<file path="src/rtl/rf_write_buffer_pkg.sv">
// Shared definitions for the register-file write buffer.
// Holds the default geometry (depth, data width, register-select width),
// the packed {regsel, data} entry type used by the writeback stage and the
// register file, and a pointer-width helper.
package rf_write_buffer_pkg;

  localparam int WBUF_DEPTH = 4;
  localparam int WBUF_WIDTH = 16;
  localparam int WBUF_RSEL  = 3;

  typedef struct packed {
    logic [WBUF_RSEL-1:0]  regsel;
    logic [WBUF_WIDTH-1:0] data;
  } wbuf_entry_t;

  // Width of a queue pointer; never less than one bit.
  function automatic int wbuf_ptr_width(input int depth);
    return (depth <= 1) ? 1 : $clog2(depth);
  endfunction

endpackage

</file>
<file path="src/rtl/rf_wbuf_lookup.sv">
// Combinational youngest-match search over the write-buffer entries.
// Ports:
//   regsels/datas : queue storage, indexed by physical slot
//   head, count   : oldest slot and number of pending entries
//   regsel        : register being looked up
//   hit           : some pending entry targets regsel
//   data          : value of the youngest such entry, 0 when no hit
module rf_wbuf_lookup
  import rf_write_buffer_pkg::*;
#(
  parameter int DEPTH = WBUF_DEPTH,
  parameter int WIDTH = WBUF_WIDTH,
  parameter int RSEL  = WBUF_RSEL,
  parameter int PTR_W = wbuf_ptr_width(DEPTH),
  parameter int CNT_W = PTR_W + 1
) (
  input  logic [RSEL-1:0]  regsels [DEPTH],
  input  logic [WIDTH-1:0] datas   [DEPTH],
  input  logic [PTR_W-1:0] head,
  input  logic [CNT_W-1:0] count,
  input  logic [RSEL-1:0]  regsel,
  output logic             hit,
  output logic [WIDTH-1:0] data
);

  // Walk entries oldest to youngest; a later match overrides an earlier one,
  // so the surviving value is the one nearest the tail.
  always_comb begin
    logic [PTR_W-1:0] idx_s;
    hit   = 1'b0;
    data  = '0;
    idx_s = head;
    for (int k = 0; k < DEPTH; k++) begin
      idx_s = head + PTR_W'(k);
      if ((CNT_W'(k) < count) && (regsels[idx_s] == regsel)) begin
        hit  = 1'b1;
        data = datas[idx_s];
      end else begin
        hit  = hit;
        data = data;
      end
    end
  end

endmodule

</file>
<file path="src/rtl/rf_write_buffer.sv">
// In-order write buffer between the writeback stage and the register file.
// Requests are queued and drained one per cycle into the single write port
// whenever it is granted; pending values are visible through two lookup ports.
// Ports:
//   clk, rst                        : clock, synchronous active-high reset
//   wr_valid/wr_regsel/wr_data      : writeback request
//   wr_ready                        : queue not full
//   drain_en                        : register-file write port granted
//   write/writeregsel/writedata     : register-file write port
//   read1regsel/read2regsel         : lookup selects
//   read1hit/read1data/read2hit/... : youngest pending value per lookup
//   err                             : one-cycle pulse after a dropped request
module rf_write_buffer
  import rf_write_buffer_pkg::*;
#(
  parameter int DEPTH = WBUF_DEPTH,
  parameter int WIDTH = WBUF_WIDTH,
  parameter int RSEL  = WBUF_RSEL
) (
  input  logic             clk,
  input  logic             rst,
  input  logic             wr_valid,
  input  logic [RSEL-1:0]  wr_regsel,
  input  logic [WIDTH-1:0] wr_data,
  output logic             wr_ready,
  input  logic             drain_en,
  output logic             write,
  output logic [RSEL-1:0]  writeregsel,
  output logic [WIDTH-1:0] writedata,
  input  logic [RSEL-1:0]  read1regsel,
  input  logic [RSEL-1:0]  read2regsel,
  output logic             read1hit,
  output logic [WIDTH-1:0] read1data,
  output logic             read2hit,
  output logic [WIDTH-1:0] read2data,
  output logic             err
);

  localparam int PTR_W = wbuf_ptr_width(DEPTH);
  localparam int CNT_W = PTR_W + 1;

  logic [RSEL-1:0]  regsel_mem_r [DEPTH];
  logic [WIDTH-1:0] data_mem_r   [DEPTH];
  logic [PTR_W-1:0] head_r;
  logic [PTR_W-1:0] tail_r;
  logic [CNT_W-1:0] count_r;
  logic             err_r;

  logic empty_s;
  logic full_s;
  logic enq_s;
  logic deq_s;

  assign empty_s  = (count_r == CNT_W'(0));
  assign full_s   = (count_r == CNT_W'(DEPTH));
  // Acceptance looks only at the registered count: a full queue refuses a
  // request even in a cycle where it is also draining.
  assign enq_s    = wr_valid && !full_s;
  assign deq_s    = drain_en && !empty_s;
  assign wr_ready = !full_s;
  assign err      = err_r;

  // Pointer, occupancy and drop-flag state; pointers wrap naturally since
  // DEPTH is a power of two.
  always_ff @(posedge clk) begin
    if (rst) begin
      head_r  <= '0;
      tail_r  <= '0;
      count_r <= '0;
      err_r   <= 1'b0;
    end else begin
      if (enq_s) begin
        tail_r <= tail_r + PTR_W'(1);
      end
      if (deq_s) begin
        head_r <= head_r + PTR_W'(1);
      end
      case ({enq_s, deq_s})
        2'b10:   count_r <= count_r + CNT_W'(1);
        2'b01:   count_r <= count_r - CNT_W'(1);
        default: count_r <= count_r;
      endcase
      err_r <= wr_valid && full_s;
    end
  end

  // Entry storage; contents of unoccupied slots are don't-care because every
  // reader qualifies them with count.
  always_ff @(posedge clk) begin
    if (enq_s && !rst) begin
      regsel_mem_r[tail_r] <= wr_regsel;
      data_mem_r[tail_r]   <= wr_data;
    end
  end

  // Register-file write port: head entry, forced to zero while empty, and no
  // write is issued in a reset cycle.
  always_comb begin
    write = deq_s && !rst;
    if (empty_s) begin
      writeregsel = '0;
      writedata   = '0;
    end else begin
      writeregsel = regsel_mem_r[head_r];
      writedata   = data_mem_r[head_r];
    end
  end

  rf_wbuf_lookup #(
    .DEPTH(DEPTH), .WIDTH(WIDTH), .RSEL(RSEL), .PTR_W(PTR_W), .CNT_W(CNT_W)
  ) u_lookup1 (
    .regsels(regsel_mem_r),
    .datas  (data_mem_r),
    .head   (head_r),
    .count  (count_r),
    .regsel (read1regsel),
    .hit    (read1hit),
    .data   (read1data)
  );

  rf_wbuf_lookup #(
    .DEPTH(DEPTH), .WIDTH(WIDTH), .RSEL(RSEL), .PTR_W(PTR_W), .CNT_W(CNT_W)
  ) u_lookup2 (
    .regsels(regsel_mem_r),
    .datas  (data_mem_r),
    .head   (head_r),
    .count  (count_r),
    .regsel (read2regsel),
    .hit    (read2hit),
    .data   (read2data)
  );

endmodule
</file>
<file path="config.mk">
export PLATFORM = sky130hd
export DESIGN_NAME = rf_write_buffer
export DESIGN_NICKNAME = d
export VERILOG_FILES = /design/src/rtl/rf_write_buffer_pkg.sv /design/src/rtl/rf_wbuf_lookup.sv /design/src/rtl/rf_write_buffer.sv
export SDC_FILE = /design/constraint.sdc
export NUM_CORES = 1
export LEC_CHECK = 0
export CORE_MARGIN = 2
export CORE_UTILIZATION = 50
export CTS_BUF_LIST = sky130_fd_sc_hd__clkbuf_16
export DETAILED_ROUTE_END_ITERATION = 7
export GPL_ROUTABILITY_DRIVEN = 0
export PLACE_DENSITY = 0.8
export SLEW_MARGIN = 0
export SYNTH_ARGS = -nofsm -noshare
export SYNTH_HDL_FRONTEND = slang
export SYNTH_SLANG_ARGS = --single-unit
</file>
<file path="constraint.sdc">
create_clock -name clk -period 3.5 [get_ports clk]
set_clock_uncertainty 0.1 [all_clocks]
set_input_delay 0.7 -clock clk [delete_from_list [all_inputs] [get_ports clk]]
set_output_delay 0.7 -clock clk [all_outputs]
set_load 0.03 [all_outputs]
</file>
==> results of run 1 <==
-- power by group --
| part | switching, mW | internal (mW) | leakage (nW) |
|---|---|---|---|
| combinational | 2.53 | 1.84 | 2.07 |
| sequential | 0.0695 | 1.17 | 0.757 |
| clock | 0.411 | 0.485 | 0.133 |
| total | 3.01 | 3.49 | 2.96 |
-- worst max path at each step --
stage	start	endpoint	depth (start not counted)
2_1_floorplan	head_r[0]$_SDFFE_PP0P_	read2data[10]	8
3_3_place_gp	read1regsel[2]	read1data[13]	7
3_5_place_dp	read1regsel[2]	read1data[13]	6
4_1_cts	head_r[0]$_SDFFE_PP0P_	writedata[0]	6
5_1_grt	head_r[1]$_SDFFE_PP0P_	read1data[3]	6
6_report	head_r[1]$_SDFFE_PP0P_	read2data[13]	6
-- through the flow --
stage	std cells	cell area, um2	setup TNS (ps)
2_1_floorplan	585	6840	0
3_3_place_gp	826	7890	-1300
3_5_place_dp	826	7890	-1570
4_1_cts	849	8330	0
5_1_grt	861	8730	-241
6_report	861	8730	-26.6
-- layout by cell type, fill, tap and decap left out, types with 11 or more instances in the layout --
cell type	netlist	layout
o211ai_2	18	18
nand4_1	70	70
nand2_1	21	21
o211ai_1	14	14
o21ai_0	18	17
mux2i_1	33	32
and2_1	20	20
nor2b_1	22	21
edfxtp_1	76	76
buf_6	3	17
xnor2_1	18	11
clkbuf_16	0	12
mux2_2	32	32
clkdlybuf4s50_1	0	46
a21boi_0	16	13
mux4_2	40	43
buf_4	6	58
o2bb2ai_1	32	23
a21oi_1	34	34
-- critical path, cell delays in order (launching register included) --
cell and delay [ps]:
dfxtp_4 460, mux4_1 640, xnor2_1 240, nand4_1 210, buf_4 280, o2bb2ai_1 310, buf_4 230
-- state kept, by name, indices dropped and copies added, names as in the netlist --
name and count:
regsel_mem_r 12, tail_r 2, data_mem_r 64, head_r 2
count_r 3, err 1
-- cells in the mapped netlist --
master / instances
edfxtp_1: 76
nand4_1: 70
mux4_2: 40
a21oi_1: 34
mux2i_1: 33
mux2_2: 32
o2bb2ai_1: 32
clkbuf_1: 26
nor2b_1: 22
nand2_1: 21
and2_1: 20
buf_2: 19
o211ai_2: 18
o21ai_0: 18
xnor2_1: 18
a21boi_0: 16
o211ai_1: 14
ha_1: 9
dfxtp_1: 8
nor2_1: 8
and4_1: 6
buf_4: 6
xnor2_2: 6
buf_1: 5
inv_1: 5
mux4_1: 4
buf_6: 3
nand3_1: 3
xor2_1: 3
buf_8: 2
or3_1: 2
xnor2_4: 2
a211oi_1: 1
clkbuf_2: 1
nor3b_1: 1
o21bai_1: 1
-- timing repair --
action	in CTS	in global routing
resized for setup	20	56
hold buffers	0	0
pin swaps	4	5
buffers inserted	7	7
endpoints found under the setup margin	47	40
gates cloned	0	5
-- per-layer routing --
layer | wire length (um) | share of wire | vias to the layer above
li1 | - | - | 2543
met4 | 1320 | 0.059 | 0
met1 | 8240 | 0.37 | 2941
met2 | 10200 | 0.46 | 528
met5 | 0 | 0 | -
met3 | 2560 | 0.11 | 149
-- area by class of cell --
class | instances | area (um2) | share of cell area
repair buffers | 146 | 1560 | 0.178
inverters | 5 | 18.8 | 0.00215
clock buffers | 9 | 225 | 0.0258
multi-input cells | 434 | 4210 | 0.482
well taps | 176 | 220 | 0.0252
clock inverters | 7 | 51.3 | 0.00587
flip-flops and latches | 84 | 2450 | 0.280
-- cell families (layout without fill, tap and decap cells) --
kind of cell,count (synthesis),count (layout),synth area share
adder cells (fa/ha/maj),9,9,0.0165
flip-flops,84,84,0.357
multiplexers,109,109,0.248
buffers and inverters,67,167,0.0503
XOR/XNOR,29,29,0.0492
AND/OR/NAND/NOR,153,153,0.131
AO/OA/AOI/OAI,134,134,0.147
==> reports/results.tsv, run 1 <==
stage	metric	value	unit
run_status	status	finished with violations	
run_status	failing checks	negative setup slack	
critical_path	CP startpoint kind	flop	
clocking	clock transition at the registers of the reported paths	70	ps
global_routing	met2 usage	0.451	
die	row cnt	42	
clocking	CTS tree	done	
synth	syn_area_per_cell	11.7	um2
routing	DR vias/cell	7.16	
critical_path	critical path class	flop to output pin	
critical_path	reg2reg path depth	8	
finish	Layout Nets	718	
routing	Iter 0 DRT Violations	720	
finish	layout cells sized above 1	0.342	
synth	Net Count, Synth	623	
synth	Synth Instances	585	
routing	DRC Markers	0	
global_routing	busiest grt layer	met2	
clocking	Clock Root Buffer	clkbuf_16	
routing	drt wl/cell	25.9	um
routing	Via Count	6161	
routing	drt pass-1 iters	7	
synth	Synth top area share	0.334	
global_routing	met1 Track Usage GR	0.382	
die	Initial Util	0.514	
power	Final Power	6.49	mW
run	max-capacitance violation count	0	
sta	max_slew headroom	0.605	
critical_path	WP data required	2700	ps
synth	number of distinct library cells after synthesis	36	
hold_path	WHS Endpoint	tail_r[1]$_SDFFE_PP0P_	
power	peak supply drop	0.000306	V
finish	antenna cells	0	
hold_path	type of the worst min-delay path	flop to flop	
hold_path	WHS Path Cells	2	
critical_path	Reg2Reg Setup Slack	1110	ps
critical_path	Worst R2R Start	count_r[1]$_SDFFE_PP0P_	
synth	Synth area leaders	edfxtp_1 33%, mux4_2 13%, nand4_1 6.4%	
critical_path	Max Fanout on Critical Path	13	
sta	final hold slack	411	ps
finish	final core utilization	0.657	
global_routing	first-pass GRT wire length	32.7	mm
sta	RSZ-0062 raised after global routing	yes	
power	Pwr Density	743	nW/um2
sta	crit path time final	3530	ps
sta	post-route clock period utilization	1.01	
synth	yosys synthesis warning count	0	
global_routing	grt total ovfl	0	
sta	Max Clock Freq	0.284	GHz
critical_path	RR Endpoint	count_r[2]$_SDFFE_PP0P_	
global_routing	met3 Use GR	0.0771	
finish	Area Overhead vs Synth	27.8	%
placement	worst slack at placement	-148	ps
global_routing	initial antenna violation count	0	
critical_path	critical path endpoint category	output pin	
global_routing	GRT Total Usage	0.292	
routing	Routed Antenna Nets	0	
synth	Yosys reg bits	84	
sta	Fin. Hold Viols	0	
sta	Max Slew Vio Count	0	
placement	detailed placer's ending HPWL	14.2	mm
sta	setup violators final	1	
die	Core Box Area	13300	um2
synth	Post-Syn Area	6840	um2
critical_path	WP data arrival	2730	ps
clocking	worst-skew pair later-pin latency	340	ps
clocking	Max clock buf depth	2	
die	width of the chip	121	um
global_routing	vias in the first global route	5858	
hold_path	hold wc startpoint	tail_r[1]$_SDFFE_PP0P_	
sta	Setup WS post-layout	-26.6	ps
finish	# fillers	950	
power	Lkg Pwr	2.96	nW
clocking	CTS sink count	84	
global_routing	largest net degree at the start of global routing	62	
die	number of I/O pins	85	
clocking	H-tree levels	3	
die	die area	14600	um2
routing	final wirelength	22.3	mm
synth	sequential share of the synthesized area	0.357	
clocking	clock buffer count from CTS	9	
sta	slew at the pin closest to its max-slew limit	587	ps
synth	area leader, netlist	edfxtp_1	
die	Die Y	121	um
placement	Port Buffers	84	
Power figures use the tool's default switching activity.
==> run 2, diff against run 1 <==
--- a/config.mk
+++ b/config.mk
@@ -10,8 +10,9 @@
 export CTS_BUF_LIST = sky130_fd_sc_hd__clkbuf_16
 export DETAILED_ROUTE_END_ITERATION = 7
 export GPL_ROUTABILITY_DRIVEN = 0
-export PLACE_DENSITY = 0.8
+export PLACE_DENSITY = 0.79
 export SLEW_MARGIN = 0
 export SYNTH_ARGS = -nofsm -noshare
 export SYNTH_HDL_FRONTEND = slang
+export SYNTH_HIERARCHICAL = 1
 export SYNTH_SLANG_ARGS = --single-unit
==> reports/results.tsv, run 2 <==
stage	metric	value	unit
synth	sequential share of the synthesized area	0.307	
hold_path	WHS Path Cells	2	
run_status	failing checks	negative setup slack	
synth	Post-synth top cells	127 x nor2_1, 123 x a21oi_1, 76 x edfxtp_1, 68 x mux2i_1, 62 x mux2_2	
placement	Placed Area	9090	um2
clocking	Clock Root Buffer	clkbuf_16	
synth	Synth area leaders	edfxtp_1 29%, mux4_2 10%, mux2_2 8.8%	
routing	final wirelength	24.0	mm
die	number of I/O pins	85	
sta	crit path time final	3650	ps
synth	Yosys reg bits	84	
clocking	Max clock buf depth	2	
die	row cnt	46	
global_routing	vias in the first global route	6427	
routing	Iter 0 DRT Violations	1149	
placement	detailed placer's ending HPWL	14.5	mm
power	Lkg Pwr	3.48	nW
die	Initial Util	0.506	
clocking	clock transition at the registers of the reported paths	60	ps
clocking	worst-skew pair later-pin latency	340	ps
critical_path	Max Fanout on Critical Path	16	
routing	drt pass-1 iters	7	
synth	Synth top area share	0.287	
die	Core Box Area	15700	um2
critical_path	Worst R2R Start	count_r[2]$_SDFFE_PP0P_	
global_routing	GRT Total Usage	0.266	
finish	Largest Register	data_mem_r	
power	peak supply drop	0.000364	V
sta	Setup WS post-layout	-149	ps
run_status	status	finished with violations	
global_routing	largest net degree at the start of global routing	95	
critical_path	WP data arrival	2850	ps
synth	Post-Syn Area	7950	um2
run	max-capacitance violation count	0	
synth	most common cell in the netlist	nor2_1	
clocking	CTS sink count	84	
synth	Async S/R FF share, synth	0	
die	die area	16900	um2
synth	Synth Instances	793	
critical_path	Critical Path Start	head_r[0]$_SDFFE_PP0N_	
clocking	clock buffer count from CTS	9	
synth	EDFF count, synth	76	
sta	post-route clock period utilization	1.04	
sta	Fin. Hold Viols	0	
global_routing	initial antenna violation count	0	
critical_path	critical path endpoint category	output pin	
global_routing	grt total ovfl	0	
finish	Final Instance Area	10300	um2
routing	DR vias/cell	6.51	
finish	layout cells sized above 1	0.331	
critical_path	critical path class	flop to output pin	
sta	Max Clock Freq	0.274	GHz
sta	setup violators final	29	
synth	top_reg_cell synth	edfxtp_1	
critical_path	Reg2Reg Setup Slack	570	ps
finish	most frequent cells in the layout	127 x nor2_1, 123 x a21oi_1, 76 x edfxtp_1	
clocking	CTS tree	done	
clocking	hold buffer count at cts	0	
routing	Routed Antenna Nets	0	
critical_path	reg2reg path depth	9	
finish	leading cell type in the layout, fill and taps excluded	nor2_1	
finish	final core utilization	0.652	
finish	number of non-filler instances in the completed layout	1106	
finish	max reg flops	64	
finish	Layout Nets	920	
hold_path	WHS Endpoint	tail_r[1]$_SDFFE_PP0P_	
die	width of the chip	130	um
power	Pwr Density	675	nW/um2
finish	biggest regs	data_mem_r (64), regsel_mem_r (12), count_r (3)	
synth	Net Count, Synth	828	
sta	Max Slew Vio Count	0	
hold_path	hold wc startpoint	tail_r[1]$_SDFFE_PP0P_	
synth	number of distinct library cells after synthesis	46	
critical_path	CP startpoint kind	flop	
sta	RSZ-0062 raised after global routing	yes	
placement	placed cells	1058	
sta	max_slew headroom	0.554	
routing	Via Count	7203	
placement	Port Buffers	84	
sta	Setup TNS Final	-1660	ps
global_routing	first-pass GRT wire length	34.7	mm
hold_path	type of the worst min-delay path	flop to flop	
synth	yosys synthesis warning count	6	
critical_path	WP data required	2700	ps
synth	area leader, netlist	edfxtp_1	
sta	slew at the pin closest to its max-slew limit	668	ps
routing	drt wl/cell	21.7	um
finish	Area Overhead vs Synth	29.0	%
synth	syn_area_per_cell	10.0	um2
clocking	H-tree levels	3	
routing	DRC Markers	0	
die	Die Y	130	um
finish	antenna cells	0	
critical_path	RR Endpoint	count_r[2]$_SDFFE_PP0P_	
run 2: worst max-delay path by stage:
stage,to,depth (start not counted),slack [ps]
final,read2data[0],11,-150
after floorplan,read1data[10],8,70
after global routing,read2data[0],11,-190
after CTS,read2data[15],10,-100
after detailed placement,read1data[15],9,-110
after global placement,read2data[15],9,-110
run 2: power by group:
part / total, mW / switching [mW] / internal, mW
Combinational: 4.61 / 2.56 / 2.05
Sequential: 1.33 / 0.159 / 1.18
Clock: 0.978 / 0.371 / 0.608
Total: 6.92 / 3.09 / 3.84
run 2: cell type report:
type / instances / area [um2]
well taps: 216 / 270
clock inverters: 4 / 23.8
fillers: 1057 / 5460
flip-flops and latches: 84 / 2450
repair buffers: 152 / 1660
clock buffers: 12 / 300
multi-input cells: 627 / 5500
inverters: 11 / 41.3
run 2: critical path: stages, from the launching register on:
cell,delay [ps]
dfxtp_4,410
buf_6,140
buf_6,110
mux4_1,590
xnor2_2,190
nand4_1,120
buf_4,180
buf_12,150
o21ai_2,200
o22ai_2,130
buf_6,150
buf_12,130
run 2: cells by family after synthesis:
group                      share of synthesized area
AOI/OAI and AO/OA                              0.187
and+or+nand+nor                                0.106
muxes                                          0.313
buffers and inverters                         0.0477
DFF                                            0.307
xor gates and xnor gates                      0.0276
adders and majority gates                     0.0104
run 2: metal layers:
metal,wire length (um),global-route usage,part of all wire,vias up
met5,0,0,0,-
met4,775,0.0936,0.032,0
met3,2870,0.0447,0.12,69
met2,10700,0.397,0.45,511
met1,9650,0.394,0.40,3370
li1,-,-,-,3253
run 2: metrics by stage:
step	setup WS, ps	power [mW]	hold WS, ps
floorplan	74.8	4.15	402
global placement	-108	5.23	446
detailed placement	-107	5.30	448
CTS	-101	6.64	459
global route	-194	7.23	516
finish	-149	6.92	454
run 2: repair_timing:
item | 4_1_cts | 5_1_grt
setup endpoints to repair | 45 | 35
gates cloned | 4 | 3
gates resized for setup | 77 | 56
pin swaps | 33 | 25
buffers inserted | 16 | 11
==> run 3, diff against run 2 <==
--- a/config.mk
+++ b/config.mk
@@ -5,12 +5,13 @@
 export SDC_FILE = /design/constraint.sdc
 export NUM_CORES = 1
 export LEC_CHECK = 0
+export CAP_MARGIN = 0
 export CORE_MARGIN = 2
 export CORE_UTILIZATION = 50
 export CTS_BUF_LIST = sky130_fd_sc_hd__clkbuf_16
 export DETAILED_ROUTE_END_ITERATION = 7
 export GPL_ROUTABILITY_DRIVEN = 0
-export PLACE_DENSITY = 0.79
+export PLACE_DENSITY = 0.7
 export SLEW_MARGIN = 0
 export SYNTH_ARGS = -nofsm -noshare
 export SYNTH_HDL_FRONTEND = slang
==> reports/results.tsv, run 3 (same netlist as run 2, synthesis figures left out) <==
stage	metric	value	unit
die	Die Y	130	um
global_routing	GRT Total Usage	0.293	
die	width of the chip	130	um
finish	Largest Register	data_mem_r	
sta	crit path time final	3690	ps
sta	RSZ-0062 raised after global routing	yes	
placement	detailed placer's ending HPWL	16.1	mm
die	Initial Util	0.506	
routing	drt wl/cell	23.4	um
critical_path	Critical Path Start	regsel_mem_r[11]$_DFFE_PP_	
die	number of I/O pins	85	
sta	post-route clock period utilization	1.05	
power	Lkg Pwr	3.56	nW
clocking	Clock Root Buffer	clkbuf_16	
finish	Area Overhead vs Synth	32.6	%
run	max-capacitance violation count	0	
critical_path	CP startpoint kind	flop	
finish	number of non-filler instances in the completed layout	1118	
critical_path	WP data arrival	2890	ps
sta	slew at the pin closest to its max-slew limit	699	ps
critical_path	Max Fanout on Critical Path	7	
hold_path	hold wc startpoint	tail_r[1]$_SDFFE_PP0P_	
clocking	clock buffer count from CTS	9	
clocking	CTS tree	done	
sta	Max Slew Vio Count	0	
global_routing	grt total ovfl	0	
power	peak supply drop	0.000344	V
sta	Fin. Hold Viols	0	
die	Core Box Area	15700	um2
routing	DRC Markers	0	
critical_path	Worst R2R Start	count_r[2]$_SDFFE_PP0P_	
routing	drt pass-1 iters	7	
routing	Iter 0 DRT Violations	904	
global_routing	initial antenna violation count	0	
sta	Setup TNS Final	-3490	ps
power	Power Internal	4.10	mW
critical_path	Reg2Reg Setup Slack	540	ps
finish	max reg flops	64	
power	Comb pwr share	0.665	
placement	placed cells	1065	
routing	DR vias/cell	6.67	
power	Psw	3.19	mW
sta	Max Clock Freq	0.271	GHz
power	Clk pwr share	0.152	
die	die area	16900	um2
global_routing	largest net degree at the start of global routing	89	
finish	layout cells sized above 1	0.348	
finish	biggest regs	data_mem_r (64), regsel_mem_r (12), count_r (3)	
finish	Layout Nets	932	
power	Pwr Density	692	nW/um2
finish	leading cell type in the layout, fill and taps excluded	nor2_1	
clocking	Max clock buf depth	2	
clocking	CTS sink count	84	
run_status	failing checks	negative setup slack	
routing	Via Count	7453	
finish	Final Instance Area	10500	um2
routing	Routed Antenna Nets	0	
clocking	H-tree levels	3	
sta	max_slew headroom	0.531	
finish	antenna cells	0	
clocking	clock transition at the registers of the reported paths	60	ps
placement	worst slack at placement	-169	ps
sta	Setup WS post-layout	-188	ps
die	row cnt	46	
clocking	worst-skew pair later-pin latency	340	ps
placement	Placed Area	9170	um2
global_routing	vias in the first global route	6878	
critical_path	WP data required	2700	ps
routing	final wirelength	26.1	mm
power	Sw Share	0.438	
finish	most frequent cells in the layout	127 x nor2_1, 123 x a21oi_1, 76 x edfxtp_1	
global_routing	first-pass GRT wire length	37.9	mm
power	Seq pwr share	0.183	
placement	Port Buffers	84	
run_status	status	finished with violations	
hold_path	type of the worst min-delay path	flop to flop	
critical_path	critical path endpoint category	output pin	
critical_path	critical path class	flop to output pin	
sta	setup violators final	33	
-- run 3: changes by cell type in the layout (fill, tap and decap cells not counted), moves of 3 or more --
cell,previous run,this run
mux4_1,4,1
buf_8,4,1
buf_12,14,22
buf_6,30,39
bufinv_16,0,3
o22ai_4,1,4
mux4_2,43,46
-- run 3: layout make-up --
| type | count | area, um2 |
|---|---|---|
| clock buffer | 9 | 225 |
| inverter | 11 | 41.3 |
| fill | 1143 | 5170 |
| tap | 216 | 270 |
| timing repair buffer | 164 | 1880 |
| multi-input combinational | 627 | 5550 |
| sequential | 84 | 2450 |
| clock inverter | 7 | 123 |
-- run 3: metal layers --
layer | share of wire | track usage | vias to the layer above
li1 | - | - | 3248
met3 | 0.11 | 0.0521 | 69
met4 | 0.028 | 0.0974 | 0
met1 | 0.41 | 0.435 | 3648
met2 | 0.46 | 0.436 | 488
met5 | 0 | 0 | -
-- run 3: worst max-delay path, stage by stage, from the launching register on --
cell and delay (ps):
edfxtp_1 490, buf_4 190, mux4_2 490, xnor2_2 170, o2111ai_4 180, nand3_4 250
buf_12 210, o221a_4 260, o22ai_4 160, buf_6 160
-- run 3: worst paths after layout --
check,endpoint,cells past startpoint
worst min-delay path,tail_r[1]$_SDFFE_PP0P_,2
worst min register to register,tail_r[1]$_SDFFE_PP0P_,2
worst max register to register,count_r[2]$_SDFFE_PP0P_,9
worst max-delay path,read2data[2],9
-- run 3: power groups by stage --
stage	combinational [mW]	sequential, mW	clock [mW]
3_5_place_dp	4.02	1.36	0
6_report	4.85	1.33	1.11
3_3_place_gp	3.89	1.35	0
4_1_cts	4.41	1.32	1.12
2_1_floorplan	2.87	1.29	0
5_1_grt	5.13	1.34	1.16
-- run 3: what timing repair did --
item | 4_1_cts | 5_1_grt
setup endpoints to repair | 44 | 36
hold buffers | 0 | 0
buffers inserted | 10 | 21
cloned | 3 | 3
pin swaps | 20 | 44
gates resized for setup | 68 | 76
-- run 3: through the flow --
step	hold slack, ps	utilization	total power [mW]
after detailed placement	439	0.584	5.38
after global routing	493	0.671	7.64
after global placement	427	0.584	5.24
final	446	0.671	7.30
after floorplan	402	-	4.15
after CTS	454	0.633	6.86
